## src/rtl/vga_rx_monitor.sv

```systemverilog
`default_nettype none
// ============================================================================
//  Module      : vga_rx_monitor
//  Description : Recovers pixel position from an incoming VGA stream, measures
//                line/frame timing, locks after one verified frame and
//                captures the colour of one probed pixel per frame.
//  Revision    : 1.0 - initial release
// ============================================================================
module vga_rx_monitor #(
    parameter int H_TOTAL      = 800,
    parameter int V_TOTAL      = 525,
    parameter int H_SYNC_START = 656,
    parameter int V_SYNC_START = 490,
    parameter int H_ACTIVE     = 640,
    parameter int V_ACTIVE     = 480
) (
    input  logic        clk,
    input  logic        reset,
    input  logic        p_tick,
    input  logic        hsync,
    input  logic        vsync,
    input  logic [11:0] rgb,
    input  logic [9:0]  probe_x,
    input  logic [9:0]  probe_y,
    output logic [9:0]  x,
    output logic [9:0]  y,
    output logic        active,
    output logic        locked,
    output logic [9:0]  h_total,
    output logic [9:0]  v_total,
    output logic [11:0] probe_rgb,
    output logic        probe_valid,
    output logic [7:0]  frame_cnt,
    output logic        err
);

    localparam logic [9:0] c_H_TOTAL  = 10'(H_TOTAL);
    localparam logic [9:0] c_V_TOTAL  = 10'(V_TOTAL);
    localparam logic [9:0] c_H_LAST   = 10'(H_TOTAL - 1);
    localparam logic [9:0] c_V_LAST   = 10'(V_TOTAL - 1);
    localparam logic [9:0] c_H_SYNC   = 10'(H_SYNC_START);
    localparam logic [9:0] c_V_SYNC   = 10'(V_SYNC_START);
    localparam logic [9:0] c_H_ACTIVE = 10'(H_ACTIVE);
    localparam logic [9:0] c_V_ACTIVE = 10'(V_ACTIVE);
    localparam logic [9:0] c_PCNT_MAX = 10'd1023;

    typedef enum logic [1:0] {
        ST_SEARCH = 2'd0,
        ST_TRACK  = 2'd1,
        ST_LOCKED = 2'd2
    } state_t;

    state_t      r_state;
    logic        r_s_hsync;
    logic        r_s_vsync;
    logic [11:0] r_s_rgb;
    logic [9:0]  r_hpos;
    logic [9:0]  r_vpos;
    logic [9:0]  r_pcnt;
    logic [9:0]  r_lcnt;
    logic        r_bad;
    logic        r_first;

    logic        w_hfall;
    logic        w_vfall;
    logic        w_hwrap;
    logic [9:0]  w_pcnt_inc;
    logic [9:0]  w_lcnt_now;
    logic        w_period_ok;
    logic        w_lines_ok;
    logic        w_timeout;
    logic        w_bad_now;

    // Sync falling edges are taken against the previous sampled level so they
    // line up with the tick that brings the first low pixel into the sample stage.
    assign w_hfall     = p_tick && r_s_hsync && !hsync;
    assign w_vfall     = p_tick && r_s_vsync && !vsync;
    assign w_hwrap     = !w_hfall && (r_hpos == c_H_LAST);
    assign w_pcnt_inc  = r_pcnt + 10'd1;
    assign w_lcnt_now  = w_hfall ? (r_lcnt + 10'd1) : r_lcnt;
    assign w_period_ok = (w_pcnt_inc == c_H_TOTAL);
    assign w_lines_ok  = (w_lcnt_now == c_V_TOTAL);
    // Timeout fires on the tick that takes the period counter to its ceiling.
    assign w_timeout   = p_tick && !w_hfall && (r_pcnt >= (c_PCNT_MAX - 10'd1));
    // The first hfall after entering TRACK measures from an unknown origin.
    assign w_bad_now   = r_bad || (w_hfall && !r_first && !w_period_ok);

    assign x      = r_hpos;
    assign y      = r_vpos;
    assign locked = (r_state == ST_LOCKED);
    assign active = locked && (r_hpos < c_H_ACTIVE) && (r_vpos < c_V_ACTIVE);

    // Sample stage, position recovery and period/line measurement.
    always_ff @(posedge clk or posedge reset) begin
        if (reset) begin
            r_s_hsync <= 1'b1;
            r_s_vsync <= 1'b1;
            r_s_rgb   <= '0;
            r_hpos    <= '0;
            r_vpos    <= '0;
            r_pcnt    <= '0;
            r_lcnt    <= '0;
            h_total   <= '0;
            v_total   <= '0;
        end else if (p_tick) begin
            r_s_hsync <= hsync;
            r_s_vsync <= vsync;
            r_s_rgb   <= rgb;

            if (w_hfall) begin
                r_hpos <= c_H_SYNC;
            end else if (r_hpos == c_H_LAST) begin
                r_hpos <= '0;
            end else begin
                r_hpos <= r_hpos + 10'd1;
            end

            if (w_vfall) begin
                r_vpos <= c_V_SYNC;
            end else if (w_hwrap) begin
                r_vpos <= (r_vpos == c_V_LAST) ? 10'd0 : (r_vpos + 10'd1);
            end

            if (w_hfall) begin
                h_total <= w_pcnt_inc;
                r_pcnt  <= '0;
            end else if (r_pcnt != c_PCNT_MAX) begin
                r_pcnt  <= w_pcnt_inc;
            end

            if (w_vfall) begin
                v_total <= w_lcnt_now;
                r_lcnt  <= '0;
            end else begin
                r_lcnt  <= w_lcnt_now;
            end
        end
    end

    // Lock state machine with frame counter and lock-loss pulse.
    always_ff @(posedge clk or posedge reset) begin
        if (reset) begin
            r_state   <= ST_SEARCH;
            r_bad     <= 1'b0;
            r_first   <= 1'b0;
            frame_cnt <= '0;
            err       <= 1'b0;
        end else begin
            err <= 1'b0;
            if (w_timeout) begin
                if (r_state == ST_LOCKED) begin
                    err <= 1'b1;
                end
                r_state <= ST_SEARCH;
            end else if (p_tick) begin
                case (r_state)
                    ST_SEARCH: begin
                        if (w_vfall) begin
                            r_state <= ST_TRACK;
                            r_bad   <= 1'b0;
                            r_first <= 1'b1;
                        end
                    end
                    ST_TRACK: begin
                        if (w_hfall) begin
                            r_first <= 1'b0;
                        end
                        if (w_vfall) begin
                            if (!w_bad_now && w_lines_ok) begin
                                r_state <= ST_LOCKED;
                            end
                            r_bad <= 1'b0;
                        end else begin
                            r_bad <= w_bad_now;
                        end
                    end
                    ST_LOCKED: begin
                        if ((w_hfall && !w_period_ok) || (w_vfall && !w_lines_ok)) begin
                            r_state <= ST_SEARCH;
                            err     <= 1'b1;
                        end else if (w_vfall) begin
                            frame_cnt <= frame_cnt + 8'd1;
                        end
                    end
                    default: begin
                        r_state <= ST_SEARCH;
                    end
                endcase
            end
        end
    end

    // Probe capture uses the registered position/colour pair, which always
    // describe the same pixel.
    always_ff @(posedge clk or posedge reset) begin
        if (reset) begin
            probe_rgb   <= '0;
            probe_valid <= 1'b0;
        end else begin
            probe_valid <= 1'b0;
            if (p_tick && active && (r_hpos == probe_x) && (r_vpos == probe_y)) begin
                probe_rgb   <= r_s_rgb;
                probe_valid <= 1'b1;
            end
        end
    end

endmodule
`default_nettype wire

```

## config.mk

```make
export PLATFORM = sky130hd
export DESIGN_NAME = vga_rx_monitor
export DESIGN_NICKNAME = d
export VERILOG_FILES = /design/src/rtl/vga_rx_monitor.sv
export SDC_FILE = /design/constraint.sdc
export NUM_CORES = 1
export LEC_CHECK = 0
export BUFFER_PORTS_ARGS = -buffer_cell sky130_fd_sc_hd__buf_2
export CAP_MARGIN = 25
export CORE_MARGIN = 1.5
export CORE_UTILIZATION = 45
export CTS_CLUSTER_SIZE = 14
export DETAILED_ROUTE_END_ITERATION = 7
export PLACE_DENSITY = 0.76
export SLEW_MARGIN = 20
export SYNTH_ARGS = -nofsm -noshare
export SYNTH_HDL_FRONTEND = slang
export SYNTH_SLANG_ARGS = --single-unit
```

## constraint.sdc

```tcl
create_clock -name clk -period 3.65 [get_ports clk]
set_clock_uncertainty 0.15 [all_clocks]
set_input_delay 0.365 -clock clk [delete_from_list [all_inputs] [get_ports clk]]
set_output_delay 0.365 -clock clk [all_outputs]
set_load 0.1 [all_outputs]
```

==> impl_metrics.yaml, run 1 <==
run_status:
  status: "finished, final reports clean"
routing:
  drc: 0
  vias_per_cell: 5.67
  wl_per_cell_microns: 16.3
  top_layer: "met4"
  drt-total-wl_microns: 12700
  wl_met2_microns: 6210
  wirelength_met1_microns: 5510
  first_pass_iters: 5
  met3_length_microns: 779
  vias: 4415
  drtIter0Drc: 382
  antenna_left: 0
clocking:
  clkTransAtPathRegs_ns: 0.07
  clock_path_buffers: 2
  clock_sink_count: 100
  ctsResizeCount: 0
  cts_tree: "done"
  insertion_delay_ns: 0.34
  cts_buffers: 9
  cts_setup_buffers: 0
  cts_hold_buf: 0
  clock_tree.root_cell: "clkbuf_16"
  cts.htree.levels: 3
setup_path:
  regToRegSetupSlack_ns: 0.58
  r2r_start: "r_s_hsync$_DFFE_PP1P_"
  r2r_cells: 7
  crit_required_ns: 3.73
  critical_path.startpoint_type: "register"
  r2r_end: "frame_cnt[1]$_DFFE_PP0P_"
  cp.arrival_ns: 3.15
  end_kind: "register"
  crit_type: "reg2reg"
  cp_max_fo: 28
final_layout:
  nFillCells: 992
  antenna_cells: 0
  stdcell_area_sq_mm: 0.00598
  drive_gt1_frac: 0.228
  area_growth_pct: 17.6
  nets: 678
power_and_ir_drop:
  powerDensity_mw_per_mm2: 469
  swShare: 0.359
  seqPwrFrac: 0.456
  power.internal_mw: 1.80
  p_clk_frac: 0.331
  vdd_drop_max_v: 0.000297
  p_leak_nw: 2.83
  p_comb_frac: 0.213
  power.switching_mw: 1.01
synthesis:
  synth_ff_type: "dfrtp_1"
  yosysMostFrequentCell: "nand2_1"
  ys_types: 52
  syn_area_sq_mm: 0.00508
  yosysTopAreaCell: "dfrtp_1"
  syn_area_per_cell_sq_um: 9.33
  yosys_warnings: 0
  yosys-top-cells-area: "dfrtp_1, nand2_1, xnor2_1"
  synth-seq-area-share: 0.493
  synth.cells.most_frequent: "nand2_1, dfrtp_1, o21ai_0"
  synth_edf_count: 0
  synth_nets: 589
  ys_seq_elements: 100
  async_flop_share: 1.00
  syn_inst: 545
  yosysTopAreaCellShare: 0.483
global_route:
  grt_pass1_wl_microns: 20500
  grtUsageTotal: 0.216
  antenna_found_initial: 0
  grt-ovfl-total: 0
  grt_max_degree: 85
  first_global_vias: 4221
timing:
  drv_slew: 0
  setup_violations: 0
  fin_crit_sh: 0.841
  setup_tns_ns: 0
  relSlewSlack: 0.497
  finalCriticalPeriod_ns: 3.07
  final.setup.worst_slack_ns: 0.579
  report.final.hold_viol_count: 0
  timing.fmax_mhz: 326
  tightest_slew_ns: 0.755
  rsz0062_at_grt: "no"
floorplanning:
  io_pins: 101
  die_h_microns: 109
  rows: 38
  die-width_microns: 109
  start_util: 0.465
  core-area_sq_mm: 0.0109
  die_area_sq_mm: 0.0119
hold_path:
  hp-class: "in2async"
flow_run:
  max_cap_viol_count: 0
placement:
  gp_congestion: 0.848
  dp_hpwl_microns: 8940
  port_buffers: 100
  dpl_cell_area_sq_mm: 0.00569
  dp_slack_ns: 0.599
==> cell usage in the layout, fill, tap and decap left out, types with 2 or more instances in the layout <==
| master | n |
|---|---|
| clkbuf_16 | 9 |
| and4_1 | 5 |
| xnor2_1 | 36 |
| buf_2 | 100 |
| buf_4 | 4 |
| nand2b_1 | 5 |
| mux2i_1 | 2 |
| and2_1 | 2 |
| nor4_1 | 5 |
| o31ai_1 | 3 |
| o2bb2ai_1 | 2 |
| or3_1 | 2 |
| dfrtp_1 | 98 |
| inv_6 | 4 |
| nor3_1 | 9 |
| and3b_1 | 2 |
| dfstp_2 | 2 |
| and3_1 | 15 |
| nor2b_1 | 2 |
| a31oi_1 | 4 |
| o21ai_0 | 55 |
| o22ai_1 | 2 |
| mux2_2 | 16 |
| or2_2 | 3 |
| nand3_1 | 27 |
| nor2_1 | 37 |
| a211oi_1 | 3 |
| xor2_1 | 12 |
| nand4b_1 | 2 |
| ha_1 | 7 |
| nand2_1 | 101 |
| nand4_1 | 18 |
| o311ai_0 | 3 |
| a21oi_1 | 9 |
| inv_1 | 10 |
| o41ai_1 | 2 |
==> metrics by stage <==
stage | total power, mW | instances | util | hold WS (ns)
4_1_cts | 2.82 | 779 | 0.546 | 0.102
6_report | 2.80 | 779 | 0.546 | 0.00149
2_1_floorplan | 1.76 | 545 | - | 0.292
3_3_place_gp | 1.88 | 763 | 0.520 | 0.294
5_1_grt | 2.92 | 779 | 0.546 | 0.0801
3_5_place_dp | 1.90 | 763 | 0.520 | 0.301
==> cell families after synthesis <==
kind of cell / Yosys count / synth area share
buf+inv: 37 / 0.0293
flops: 100 / 0.493
simple gates: 242 / 0.230
fa+ha+maj: 7 / 0.0172
compound gates: 93 / 0.109
xor+xnor: 48 / 0.0827
mux: 18 / 0.0394
==> final cells by class <==
cell class                      count  area (sq um)  share of cell area
Clock inverter                      7          58.8             0.00984
Tap cell                          140           175              0.0293
Timing Repair Buffer              104           531              0.0888
Sequential cell                   100          2500               0.419
Clock buffer                        9           225              0.0377
Multi-Input combinational cell    408          2430               0.407
Inverter                           11          46.3             0.00775
==> per-layer routing <==
metal | vias up | global-route usage
met5 | - | 0
met3 | 21 | 0.0383
li1 | 2071 | -
met4 | 0 | 0.0603
met1 | 2152 | 0.277
met2 | 171 | 0.373
==> how the worst max path moves through the flow <==
stage / startpoint / to / cells after the start
after floorplan: reset / err$_DFF_PP0_ / 1
after global placement: hsync / frame_cnt[1]$_DFFE_PP0P_ / 8
after detailed placement: hsync / frame_cnt[1]$_DFFE_PP0P_ / 8
after CTS: r_s_hsync$_DFFE_PP1P_ / frame_cnt[1]$_DFFE_PP0P_ / 7
after global routing: r_s_hsync$_DFFE_PP1P_ / frame_cnt[1]$_DFFE_PP0P_ / 7
final: r_s_hsync$_DFFE_PP1P_ / frame_cnt[1]$_DFFE_PP0P_ / 7
==> power by group through the flow <==
stage | sequential, mW | combinational [mW] | clock, mW
finish | 1.28 | 0.598 | 0.928
floorplan | 1.55 | 0.211 | 0
global route | 1.29 | 0.643 | 0.981
CTS | 1.28 | 0.602 | 0.943
detailed placement | 1.30 | 0.600 | 0
global placement | 1.29 | 0.589 | 0
==> registers in the layout, indices dropped and copies added, names as in the netlist, 2 cells and up <==
register and count:
r_lcnt 10, h_total 10, y 10, r_state 2, r_s_rgb 12, x 10
r_pcnt 10, frame_cnt 8, v_total 10, probe_rgb 12
==> critical path, stage by stage, from the launching register on <==
cell and delay [ns]:
dfstp_2 0.58, nand3b_4 0.26, or4_4 0.65, or2_1 0.27, mux2i_1 0.12, and4_1 0.42, nand3_1 0.20, mux2_2 0.30
Power figures use the tool's default switching activity.
==> inputs of run 2 (changes only) <==
Settings changed: ABC_AREA from default to 1.
Clock period 3.65 ns to 3.13 ns, I/O delays scaled along.
==> run 2 against run 1 <==
- register-to-register slack improved by 0.08 ns
- cell area increased by 1.6%
- cell count increased by 13%
- clock power rose by 33%
- critical path depth fell by 2
- non-clock buffer count grew 1
- power is 51% higher
- synthesized cell count rose by 17%
==> impl_metrics.yaml, run 2 <==
run_status:
  status: "finished, final reports clean"
synthesis:
  synth_nets: 684
  syn_area_sq_mm: 0.00509
  async_flop_share: 1.00
  synth.cells.most_frequent: "nand2_1, dfrtp_1, inv_1"
  yosys-top-cells-area: "dfrtp_1, nand2_1, o21ai_0"
  yosysTopAreaCellShare: 0.482
  synth_ff_type: "dfrtp_1"
  yosysTopAreaCell: "dfrtp_1"
  synth_edf_count: 0
  syn_area_per_cell_sq_um: 7.96
  yosysMostFrequentCell: "nand2_1"
  ys_seq_elements: 100
  yosys_warnings: 0
  synth-seq-area-share: 0.492
  syn_inst: 640
  ys_types: 44
routing:
  drc: 0
  wirelength_met1_microns: 5430
  met3_length_microns: 672
  antenna_left: 0
  first_pass_iters: 5
  drtIter0Drc: 405
  drt-total-wl_microns: 12200
  wl_met2_microns: 5880
  top_layer: "met4"
  wl_per_cell_microns: 13.8
  vias: 4682
  vias_per_cell: 5.30
clocking:
  cts.htree.levels: 3
  insertion_delay_ns: 0.35
  clock_sink_count: 100
  cts_setup_buffers: 0
  clkTransAtPathRegs_ns: 0.07
  clock_path_buffers: 2
  clock_tree.root_cell: "clkbuf_16"
  cts_tree: "done"
  cts_buffers: 9
placement:
  port_buffers: 100
  placed_cells: 867
  gp_congestion: 0.875
  dpl_cell_area_sq_mm: 0.00573
  dp_hpwl_microns: 8680
global_route:
  antenna_found_initial: 0
  grt-ovfl-total: 0
  first_global_vias: 4487
  grt_max_degree: 56
  grt_pass1_wl_microns: 20400
  grtUsageTotal: 0.215
timing:
  finalCriticalPeriod_ns: 2.47
  hold_ws_ns: 0.0182
  rsz0062_at_grt: "no"
  report.final.hold_viol_count: 0
  drv_slew: 0
  timing.fmax_mhz: 405
  setup_violations: 0
  tightest_slew_ns: 0.755
  fin_crit_sh: 0.788
  setup_tns_ns: 0
  relSlewSlack: 0.495
setup_path:
  regToRegSetupSlack_ns: 0.66
  crit_start: "y[8]$_DFFE_PP0P_"
  cp_max_fo: 25
  crit_path_cell_trace: "xor2_1, or2_2, nor4_1, nand2_1, o21ai_0"
  end_kind: "register"
  critical_path.startpoint_type: "register"
  cp.arrival_ns: 2.56
  crit_required_ns: 3.22
  r2r_cells: 5
  r2r_start: "y[8]$_DFFE_PP0P_"
  slowest_delay_ns: 0.51
  r2r_end: "probe_rgb[3]$_DFFE_PP0P_"
  crit_path_top_delay_cell: "nand2_1"
  crit_type: "reg2reg"
  crit_end: "probe_rgb[3]$_DFFE_PP0P_"
final_layout:
  antenna_cells: 0
  largest_registers: "probe_rgb x12, r_s_rgb x12"
  instances_no_fill: 884
  final_common_cell: "nand2_1"
  final_cell_mix: "nand2_1, buf_2, dfrtp_1"
  stdcell_area_sq_mm: 0.00607
  nFillCells: 1006
  drive_gt1_frac: 0.192
  nets: 783
  area_growth_pct: 19.2
floorplanning:
  start_util: 0.466
  die_area_sq_mm: 0.0120
  die-width_microns: 109
  die_h_microns: 109
  core-area_sq_mm: 0.0109
  io_pins: 101
  rows: 38
power_and_ir_drop:
  vdd_drop_max_v: 0.000572
  total_power_mw: 4.24
  powerDensity_mw_per_mm2: 699
  p_leak_nw: 3.07
flow_run:
  max_cap_viol_count: 0
hold_path:
  hp-class: "in2reg"
[run 2: per-stage QoR]
stage	utilization	setup WS, ns
2_1_floorplan	-	0.0515
3_3_place_gp	0.524	0.790
3_5_place_dp	0.524	0.654
4_1_cts	0.555	0.616
5_1_grt	0.555	0.430
6_report	0.555	0.663
[run 2: repair_timing]
action | 4_1_cts | 5_1_grt
endpoints found under the setup margin | 0 | 0
hold buffers | 1 | 0
gates resized for setup | 0 | 0
endpoints found under the hold margin | 45 | 0
[run 2: cell type report]
| cell class | count | area, sq um | area share |
|---|---|---|---|
| sequential | 100 | 2500 | 0.413 |
| multi-input combinational | 437 | 2180 | 0.359 |
| timing repair buffer | 105 | 553 | 0.0911 |
| inverter | 86 | 327 | 0.0538 |
| clock buffer | 9 | 225 | 0.0371 |
| tap | 140 | 175 | 0.0289 |
| clock inverter | 7 | 105 | 0.0173 |
[run 2: metal layers]
layer	GRT usage	vias up
met4	0.0853	0
met1	0.277	2214
met5	0	-
met3	0.0296	19
met2	0.366	167
li1	-	2282
[run 2: how the worst min path moves through the flow]
stage / startpoint / to / cells past startpoint
3_3_place_gp: reset / r_s_rgb[11]$_DFFE_PP0P_ / 2
3_5_place_dp: reset / probe_rgb[11]$_DFFE_PP0P_ / 2
5_1_grt: rgb[6] / r_s_rgb[6]$_DFFE_PP0P_ / 3
6_report: rgb[2] / r_s_rgb[2]$_DFFE_PP0P_ / 3
2_1_floorplan: rgb[0] / r_s_rgb[0]$_DFFE_PP0P_ / 2
4_1_cts: rgb[2] / r_s_rgb[2]$_DFFE_PP0P_ / 3
[run 2: cells by family (layout without fill, tap and decap cells)]
logic type,count (synthesis),after routing,synth area share
buffers and inverters,103,207,0.0806
flip-flops,100,100,0.492
AO/OA/AOI/OAI,115,115,0.123
adder cells (fa/ha/maj),7,7,0.0172
XOR/XNOR,19,19,0.0327
AND/OR/NAND/NOR,296,296,0.255
[run 2: power breakdown]
group	internal [mW]	switching (mW)
sequential	1.46	0.156
combinational	0.270	1.13
clock	0.715	0.518
[run 2: worst max-delay path, delay by kind of cell, from the launching register on]
family / cells / cell delay [ns]
flops: 1 / 0.48
simple gates: 3 / 1.18
xor+xnor: 1 / 0.19
compound gates: 1 / 0.36
